--- src/rtl/demux14_stream.sv ---
// 1-to-4 stream demultiplexer with a one-entry holding register and handshake per lane.
// Define DEMUX14_CNT_EN to add per-lane drain counters on the lane_cnt port.
module demux14_stream #(
  parameter int unsigned W     = 2,
  parameter int unsigned CNT_W = 8
) (
  input  logic             clk,
  input  logic             rst,
  input  logic             in_valid,
  output logic             in_ready,
  input  logic [W-1:0]     in_data,
  input  logic [1:0]       in_sel,
  output logic [3:0]       out_valid,
  input  logic [3:0]       out_ready,
  output logic [4*W-1:0]   out_data
`ifdef DEMUX14_CNT_EN
  ,
  output logic [4*CNT_W-1:0] lane_cnt
`endif
);

  localparam int unsigned NumLanes = 4;

  typedef enum logic {
    StEmpty = 1'b0,
    StFull  = 1'b1
  } lane_st_e;

  lane_st_e             st_q   [NumLanes];
  lane_st_e             st_d   [NumLanes];
  logic     [W-1:0]     data_q [NumLanes];
  logic     [W-1:0]     data_d [NumLanes];

  logic                 sel_free;
  logic                 accept;
  logic [NumLanes-1:0]  load;
  logic [NumLanes-1:0]  drain;

  // A lane can take a word if it is empty or is being emptied this same cycle.
  always_comb begin
    sel_free = 1'b0;
    unique case (in_sel)
      2'd0:    sel_free = ~out_valid[0] | out_ready[0];
      2'd1:    sel_free = ~out_valid[1] | out_ready[1];
      2'd2:    sel_free = ~out_valid[2] | out_ready[2];
      2'd3:    sel_free = ~out_valid[3] | out_ready[3];
      default: sel_free = 1'b0;
    endcase
  end

  assign in_ready = ~rst & sel_free;
  assign accept   = in_valid & in_ready;

  always_comb begin
    load  = '0;
    drain = '0;
    for (int k = 0; k < NumLanes; k++) begin
      load[k]  = accept & (in_sel == 2'(k));
      drain[k] = out_valid[k] & out_ready[k];
    end
  end

  // Lane FSMs: drain only clears valid, the held word stays on out_data.
  always_comb begin
    for (int k = 0; k < NumLanes; k++) begin
      st_d[k]   = st_q[k];
      data_d[k] = data_q[k];
      unique case (st_q[k])
        StEmpty: begin
          if (load[k]) begin
            st_d[k]   = StFull;
            data_d[k] = in_data;
          end
        end
        StFull: begin
          if (load[k]) begin
            st_d[k]   = StFull;
            data_d[k] = in_data;
          end else if (drain[k]) begin
            st_d[k] = StEmpty;
          end
        end
        default: begin
          st_d[k] = StEmpty;
        end
      endcase
    end
  end

  always_ff @(posedge clk) begin
    if (rst) begin
      for (int k = 0; k < NumLanes; k++) begin
        st_q[k]   <= StEmpty;
        data_q[k] <= '0;
      end
    end else begin
      for (int k = 0; k < NumLanes; k++) begin
        st_q[k]   <= st_d[k];
        data_q[k] <= data_d[k];
      end
    end
  end

  always_comb begin
    out_valid = '0;
    out_data  = '0;
    for (int k = 0; k < NumLanes; k++) begin
      out_valid[k]       = (st_q[k] == StFull);
      out_data[k*W +: W] = data_q[k];
    end
  end

`ifdef DEMUX14_CNT_EN
  logic [CNT_W-1:0] cnt_q [NumLanes];
  logic [CNT_W-1:0] cnt_d [NumLanes];

  // Plain modulo counters; reset wins so a drain in the reset cycle is not counted.
  always_comb begin
    for (int k = 0; k < NumLanes; k++) begin
      cnt_d[k] = cnt_q[k];
      if (drain[k]) begin
        cnt_d[k] = cnt_q[k] + CNT_W'(1);
      end
    end
  end

  always_ff @(posedge clk) begin
    if (rst) begin
      for (int k = 0; k < NumLanes; k++) begin
        cnt_q[k] <= '0;
      end
    end else begin
      for (int k = 0; k < NumLanes; k++) begin
        cnt_q[k] <= cnt_d[k];
      end
    end
  end

  always_comb begin
    lane_cnt = '0;
    for (int k = 0; k < NumLanes; k++) begin
      lane_cnt[k*CNT_W +: CNT_W] = cnt_q[k];
    end
  end
`else
  logic unused_cnt_w;
  assign unused_cnt_w = ^CNT_W;
`endif

endmodule
--- config.mk ---
export PLATFORM = sky130hd
export DESIGN_NAME = demux14_stream
export DESIGN_NICKNAME = d
export VERILOG_FILES = /design/src/rtl/demux14_stream.sv
export SDC_FILE = /design/constraint.sdc
export NUM_CORES = 1
export LEC_CHECK = 0
export ABC_AREA = 1
export CORE_ASPECT_RATIO = 1.1
export CORE_UTILIZATION = 40
export DETAILED_ROUTE_END_ITERATION = 7
export HOLD_SLACK_MARGIN = 0.15
export PLACE_DENSITY = 0.83
export SYNTH_ARGS = -nofsm -noshare
export SYNTH_HDL_FRONTEND = slang
export SYNTH_SLANG_ARGS = --single-unit
--- constraint.sdc ---
create_clock -name clk -period 1.15 [get_ports clk]
set_input_delay 0.23 -clock clk [delete_from_list [all_inputs] [get_ports clk]]
set_output_delay 0.23 -clock clk [all_outputs]
set_load 0.02 [all_outputs]
# Yosys cells after proc, flatten, opt, wreduce, memory -nomap -nowiden
# Memories as Yosys holds them, arrays and structs flattened.
# Index checks and enable logic that the tools add are counted.
# op_classes
n_mux	32
reduce_logical	1
bitwise	27
eq_ne	3
# op_table
cell	count
1-bit two-way mux	19
2-bit two-way mux	8
1-bit bitwise OR	12
1-bit bitwise AND	10
1-bit case mux with 2 select lines	4
1-bit NOT	5
2-bit equality test, second input constant	2
1-bit case mux with 4 select lines	1
2-bit by 1-bit equality test with 1-bit output, second input constant	1
2-bit zero test	1
# word_totals
ramBits	12
reg_bits	0
out_inout_bits	13
n_memories	2
input_bits	11
# memory_table
name	depth	width	read_ports	rd_clocked_by_memory_dff	write_ports	line	source
data_q	4	2	4	0	4	31	logic [W-1:0] data_q [NumLanes];
st_q	4	1	4	0	4	29	lane_st_e st_q [NumLanes];

# Longest topological paths before layout
# Gate-level depths: netlist of the first run.
# An unclocked memory read counts as a cell.
# logic_depth
word_depth	10
ltp_mapped	8
ltp_nobuf	8

# Least setup slack after synthesis of the first run
# Ideal clock, no wire load.
# synth_timing
path_type	reg-to-output
from	memory st_q[0] (netlist bit)
to	output in_ready
slack_ns	0.126
arrival_ns	0.794
path_buffers	0
stages_incl_launch_ff	6
cell_sequence	dfxtp_1 -> inv_1 -> nor2_1 -> a21oi_4 -> nand2_1 -> inv_1
# synth_rtl
element	line	source
start, declared	29	
end, declared	10	output logic in_ready,

==> results of run 1 <==
stage by stage:
stage                     hold WS, ns  setup TNS [ns]  utilization  power (mW)
final                           0.414          -0.237        0.736       0.893
after global routing            0.428           -1.04        0.736       0.938
after CTS                       0.380          -0.185        0.739       0.892
after detailed placement        0.508           -7.26        0.647       0.620
after global placement          0.500           -6.45        0.647       0.614
after floorplan                 0.299               0            -       0.518
path summary, 6_finish.rpt:
check                    start  cells past startpoint      endpoint
setup / recovery       st_q[0]                      6      in_ready
hold / removal    out_ready[0]                      4       st_q[0]
setup reg to reg       st_q[0]                      7  data_q[0][6]
hold reg to reg   data_q[0][0]                      4  data_q[0][0]
layer usage:
layer	share of wire	routed length, um	vias to the layer above
li1	-	-	346
met1	0.42	696	305
met2	0.53	878	17
met3	0.035	58	2
met4	0.013	21	0
met5	0	0	-
where the power goes:
part           total (mW)  switching (mW)  internal (mW)
Combinational       0.205           0.111         0.0943
Clock               0.254           0.133          0.121
Sequential          0.434         0.00643          0.427
critical path: cells and delay by family, from the launching register on:
family          cells  cell delay (ns)
compound gates      1             0.07
buf+inv             3             0.21
flops               1             0.34
simple gates        2             0.18
placed cells by master, fill, tap and decap left out, types with 3 or more instances in the layout:
master,Yosys,layout
dlygate4sd2_1,0,5
nand2_1,24,22
buf_6,0,4
clkdlybuf4s50_1,0,3
dfxtp_1,12,8
clkbuf_2,0,7
dfxtp_2,0,4
clkbuf_4,0,3
nor2_1,18,16
inv_2,1,3
nand4_4,0,4
inv_1,15,13
buf_4,4,17
nor2_2,2,3
a21oi_1,4,3
clkdlybuf4s15_2,0,5
registers in the layout, summed over array words and instances (netlist names):
signal and count:
st_q 4, data_q 8
logic make-up (layout without fill, tap and decap cells):
logic type / Yosys count / after routing
AOI/OAI and AO/OA: 5 / 5
DFF: 12 / 12
buffers and inverters: 22 / 63
and+or+nand+nor: 50 / 50
cell type report:
cell class / count / share of cell area
Tap cell: 16 / 0.0194
Timing Repair Buffer: 42 / 0.333
Inverter: 18 / 0.0680
Multi-Input combinational cell: 55 / 0.320
Clock buffer: 3 / 0.0218
Sequential cell: 12 / 0.238
timing repair:
item | CTS | global route
pin swaps | 7 | 3
resized for setup | 60 | 16
setup buffers | 9 | 1
hold buffers | 0 | 0
endpoints found under the setup margin | 25 | 20
==> impl_metrics.csv, run 1 <==
group,metric,value,unit
floorplanning,die_x,39.3,um
placement,placedCellCount,134,
logic_synthesis,synth_area,612,um^2
sta,fin_crit,1.30,ns
placement,dp.final_hpwl,1100,um
min_path,hold_class,"input pin to flop",
logic_synthesis,synthCells,89,
sta,timing.fmax,767,MHz
grt,grt_overflow_total,0,
logic_synthesis,ys.flop_type,"dfxtp_1",
placement,port_buffers,23,
finish,register_area,245,um^2
flow_run,maxCapViolCount,0,
finish,finalNonFillerCells,146,
floorplanning,fp-row-count,14,
logic_synthesis,yosys-top-cells-count,"24 x nand2_1, 18 x nor2_1, 15 x inv_1, 12 x dfxtp_1",
pwr,powerDensity,866,nW/um^2
placement,place_ws,-0.893,ns
status,violations,"negative setup slack",
grt,track_usage,0.228,
logic_synthesis,avgSynthCellArea,6.87,um^2
logic_synthesis,synth_compound_area_frac,0.0593,
logic_synthesis,yosysSeqAreaShare,0.393,
critical_path,timing_worst_setup_path_type,"flop to output port",
sta,setup_violations,8,
finish,final_nets,143,
logic_synthesis,async_reset_ff_frac,0,
logic_synthesis,synth_top_cell_area_share,0.393,
sta,fin_crit_sh,1.13,
logic_synthesis,synth_most_common_cell,"nand2_1",
placement,placed_cell_area,907,um^2
placement,gp_congestion,0.692,
detailed_routing,vias,670,
grt,grt.busiest_layer,"met2",
critical_path,cp_slowest_cell,"dfxtp_2",
sta,fin_skew,0.00300,ns
detailed_routing,ant_nets,0,
critical_path,critical_path_required,0.92,ns
logic_synthesis,synth_edf_count,0,
critical_path,cpPeakStageDelay,0.34,ns
critical_path,crit_chain,"inv_2, nor2_4, a21oi_4, nand2_1, inv_1, buf_6",
floorplanning,core,1400,um^2
pwr,p_leak,0.516,nW
logic_synthesis,syn_nets,100,
logic_synthesis,synth_top_family_by_area,"simple AND/OR/NAND/NOR gates",
logic_synthesis,synth_area_leaders,"dfxtp_1 39%, nand2_1 15%, nor2_1 11%, inv_1 9.2%, nand4_2 8.2%",
grt,grt_pass1_wl,2680,um
clocking,tritoncts,"done",
sta,finalHoldViolations,0,
logic_synthesis,synth-simple-area-share,0.384,
pwr,ir_worst_vdd,803,uV
finish,final_cell_area,1030,um^2
clocking,root_buffer,"clkbuf_4",
critical_path,crit_fanout,2,
logic_synthesis,synth_top_cell_by_area,"dfxtp_1",
detailed_routing,wl,1660,um
clocking,cts.htree.levels,1,
grt,use_met1,0.248,
finish,antenna_cells,0,
critical_path,cp-end-kind,"output port",
grt,antenna_found_initial,0,
grt,grt_max_degree,9,
grt,grt_pass1_vias,668,
finish,fill_cells,122,
clocking,clockBufferDepth,2,
logic_synthesis,yosys.area_share.xor_xnor,0,
sta,rsz0062_at_grt,"yes",
logic_synthesis,synthMuxAreaShare,0,
sta,fin_ws,-0.154,ns
critical_path,r2r_slack,-0.04,ns
finish,syn_to_final_growth,68.5,%
finish,drive_gt1_frac,0.454,
grt,use_met2,0.423,
detailed_routing,remaining_drc_errors,0,
floorplanning,dieArea,1690,um^2
sta,worstMarginPinSlew,0.412,ns
detailed_routing,dr.pass1.iters,3,
status,outcome,"finished, violations left",
critical_path,crit_path_start_kind,"flop",
logic_synthesis,ys_types,14,
floorplanning,die_h,43.0,um
floorplanning,pin_count,24,
detailed_routing,drtIter0Drc,11,
logic_synthesis,synth-seq-cells,12,
clocking,clk_pin_slew,0.07,ns
grt,met3_usage,0.0314,
logic_synthesis,yosys_warnings,0,
logic_synthesis,yosys.area_share.adder,0,
clocking,numCtsBuffers,3,
finish,multi_input_area,330,um^2
clocking,clock_sinks,12,
detailed_routing,wl_per_cell,11.3,um
critical_path,critPathArrivalTime,1.07,ns
floorplanning,initial_utilization,0.437,
sta,slew_headroom,0.724,
clocking,clk_latency,0.27,ns
detailed_routing,vias_per_cell,4.59,
sta,drv_slew,0,
No activity file was read; power rests on OpenSTA's default activity.
==> run 2, diff against run 1 <==
- CORE_MARGIN: default -> 2
==> run 2 against run 1 <==
The run still ends with negative setup slack left. Clock skew rose by 0.0049 ns. Global-route usage shrank 0.55 points. Critical path depth unchanged. Clock power is 35% higher. First-iteration DRC count is 18% lower. Setup slack worse by 0.026 ns. Critical endpoint unchanged.
==> impl_metrics.csv, run 2 (synthesized netlist as in run 1, its figures left out) <==
group,metric,value,unit
finish,layout_common_cells,"22 x nand2_1, 21 x buf_4, 16 x nor2_1",
detailed_routing,wl,1710,um
floorplanning,fp-row-count,14,
clocking,clock_sinks,12,
detailed_routing,dr.pass1.iters,4,
pwr,p_leak,0.528,nW
floorplanning,initial_utilization,0.437,
critical_path,critical_path_required,0.92,ns
min_path,hold_class,"input pin to flop",
finish,reg.largest.list,"data_q: 8 flops, st_q: 4 flops",
critical_path,cp_slowest_cell,"dfxtp_2",
status,outcome,"finished, violations left",
finish,antenna_cells,0,
floorplanning,die_h,45.0,um
sta,fin_ws,-0.181,ns
placement,dp.final_hpwl,1140,um
finish,syn_to_final_growth,71.0,%
finish,drive_gt1_frac,0.459,
critical_path,timing_worst_setup_path_type,"flop to output port",
critical_path,cpPeakStageDelay,0.35,ns
finish,final_nets,145,
clocking,clk_pin_slew,0.08,ns
critical_path,critical_path.endpoint,"in_ready",
sta,fin_skew,0.00795,ns
critical_path,crit_fanout,2,
sta,finalHoldViolations,0,
clocking,clk_latency,0.28,ns
critical_path,critPathArrivalTime,1.10,ns
detailed_routing,ant_nets,0,
finish,fill_cells,106,
sta,slew_headroom,0.735,
pwr,finalPower,0.981,mW
placement,gp_congestion,0.686,
critical_path,crit_chain,"nand2_2, nand2_1, nand3_2, nand2_1, inv_2, buf_6",
sta,timing.fmax,752,MHz
detailed_routing,vias,698,
critical_path,path_common_cell,"nand2_1",
critical_path,cp-end-kind,"output port",
critical_path,reg2reg_depth,7,
critical_path,r2r_slack,-0.06,ns
critical_path,crit_buf_inv,2,
sta,fin_crit_sh,1.16,
critical_path,reg2reg_to,"data_q[0][5]",
finish,final_common_cell,"nand2_1",
grt,antenna_found_initial,0,
flow_run,maxCapViolCount,0,
critical_path,cp.depth,6,
clocking,clockBufferDepth,2,
detailed_routing,remaining_drc_errors,0,
finish,largest_reg_flops,8,
floorplanning,core,1400,um^2
status,violations,"negative setup slack",
critical_path,crit_path_start,"st_q[2]",
finish,top_register,"data_q",
detailed_routing,drtIter0Drc,9,
grt,grt_overflow_total,0,
grt,track_usage,0.223,
sta,setup-tns-final,-0.476,ns
detailed_routing,vias_per_cell,4.68,
detailed_routing,wl_per_cell,11.5,um
sta,rsz0062_at_grt,"yes",
clocking,root_buffer,"clkbuf_4",
sta,drv_slew,0,
critical_path,reg2reg_from,"st_q[0]",
floorplanning,die_x,41.3,um
floorplanning,dieArea,1860,um^2
placement,port_buffers,23,
critical_path,crit_path_start_kind,"flop",
clocking,tritoncts,"done",
grt,grt_max_degree,9,
critical_path,cpLargestDelayFamily,"flip-flops",
pwr,ir_worst_vdd,687,uV
sta,finalHoldWorstSlack,0.390,ns
clocking,cts.htree.levels,1,
sta,worstMarginPinSlew,0.396,ns
grt,grt_pass1_vias,684,
grt,grt_pass1_wl,2690,um
sta,setup_violations,9,
sta,fin_crit,1.33,ns
min_path,worstHoldPathCells,4,
clocking,numCtsBuffers,3,
floorplanning,pin_count,24,
pwr,powerDensity,938,nW/um^2
==> run 2: where the power goes <==
| group | internal (mW) | switching [mW] | total, mW |
|---|---|---|---|
| Clock | 0.193 | 0.149 | 0.342 |
| Combinational | 0.0944 | 0.112 | 0.206 |
| Sequential | 0.427 | 0.00621 | 0.433 |
| Total | 0.714 | 0.267 | 0.981 |
==> run 2: per-stage QoR <==
stage / cells / util / setup slack [ns] / instance area (um^2)
floorplan: 89 / - / 0.126 / 612
global placement: 135 / 0.653 / -0.832 / 915
detailed placement: 135 / 0.653 / -0.884 / 915
CTS: 149 / 0.771 / -0.169 / 1080
global route: 149 / 0.746 / -0.227 / 1050
finish: 149 / 0.746 / -0.181 / 1050
==> run 2: timing repair <==
action | CTS | global route
hold buffers | 0 | 0
pin swaps | 11 | 4
gates resized for setup | 61 | 11
buffers inserted | 12 | 1
hold endpoints to repair | 0 | 0
setup endpoints to repair | 25 | 19
==> run 2: worst min-delay path by stage <==
stage                             from      endpoint  slack, ns
final                     out_ready[0]       st_q[0]       0.39
after global placement    data_q[0][4]  data_q[0][4]       0.50
after CTS                 out_ready[0]       st_q[0]       0.38
after global routing      out_ready[0]       st_q[0]       0.40
after floorplan                    rst       st_q[0]       0.30
after detailed placement  data_q[0][6]  data_q[0][6]       0.51
==> run 2: layout make-up <==
| class | count | area (um^2) | share of cell area |
|---|---|---|---|
| inverters | 18 | 70.1 | 0.0670 |
| well taps | 16 | 20.0 | 0.0191 |
| multi-input cells | 55 | 330 | 0.316 |
| clock buffers | 4 | 36.3 | 0.0347 |
| flip-flops and latches | 12 | 244 | 0.233 |
| repair buffers | 44 | 345 | 0.330 |
==> run 2: worst register-to-register path, cell delays in order, from the launching register on <==
cell and delay (ns):
dfxtp_2 0.33, inv_2 0.06, nor2_4 0.04, a21oi_4 0.16
buf_4 0.19, nand4_4 0.15, nor2_2 0.15, nor2_1 0.05
==> run 2: per-layer routing <==
| metal | global-route usage | wire length [um] | share of wire | up-vias |
|---|---|---|---|---|
| li1 | - | - | - | 355 |
| met5 | 0 | 0 | 0 | - |
| met4 | 0.116 | 27 | 0.016 | 0 |
| met1 | 0.234 | 713 | 0.42 | 318 |
| met2 | 0.416 | 889 | 0.52 | 21 |
| met3 | 0.0148 | 83 | 0.048 | 4 |
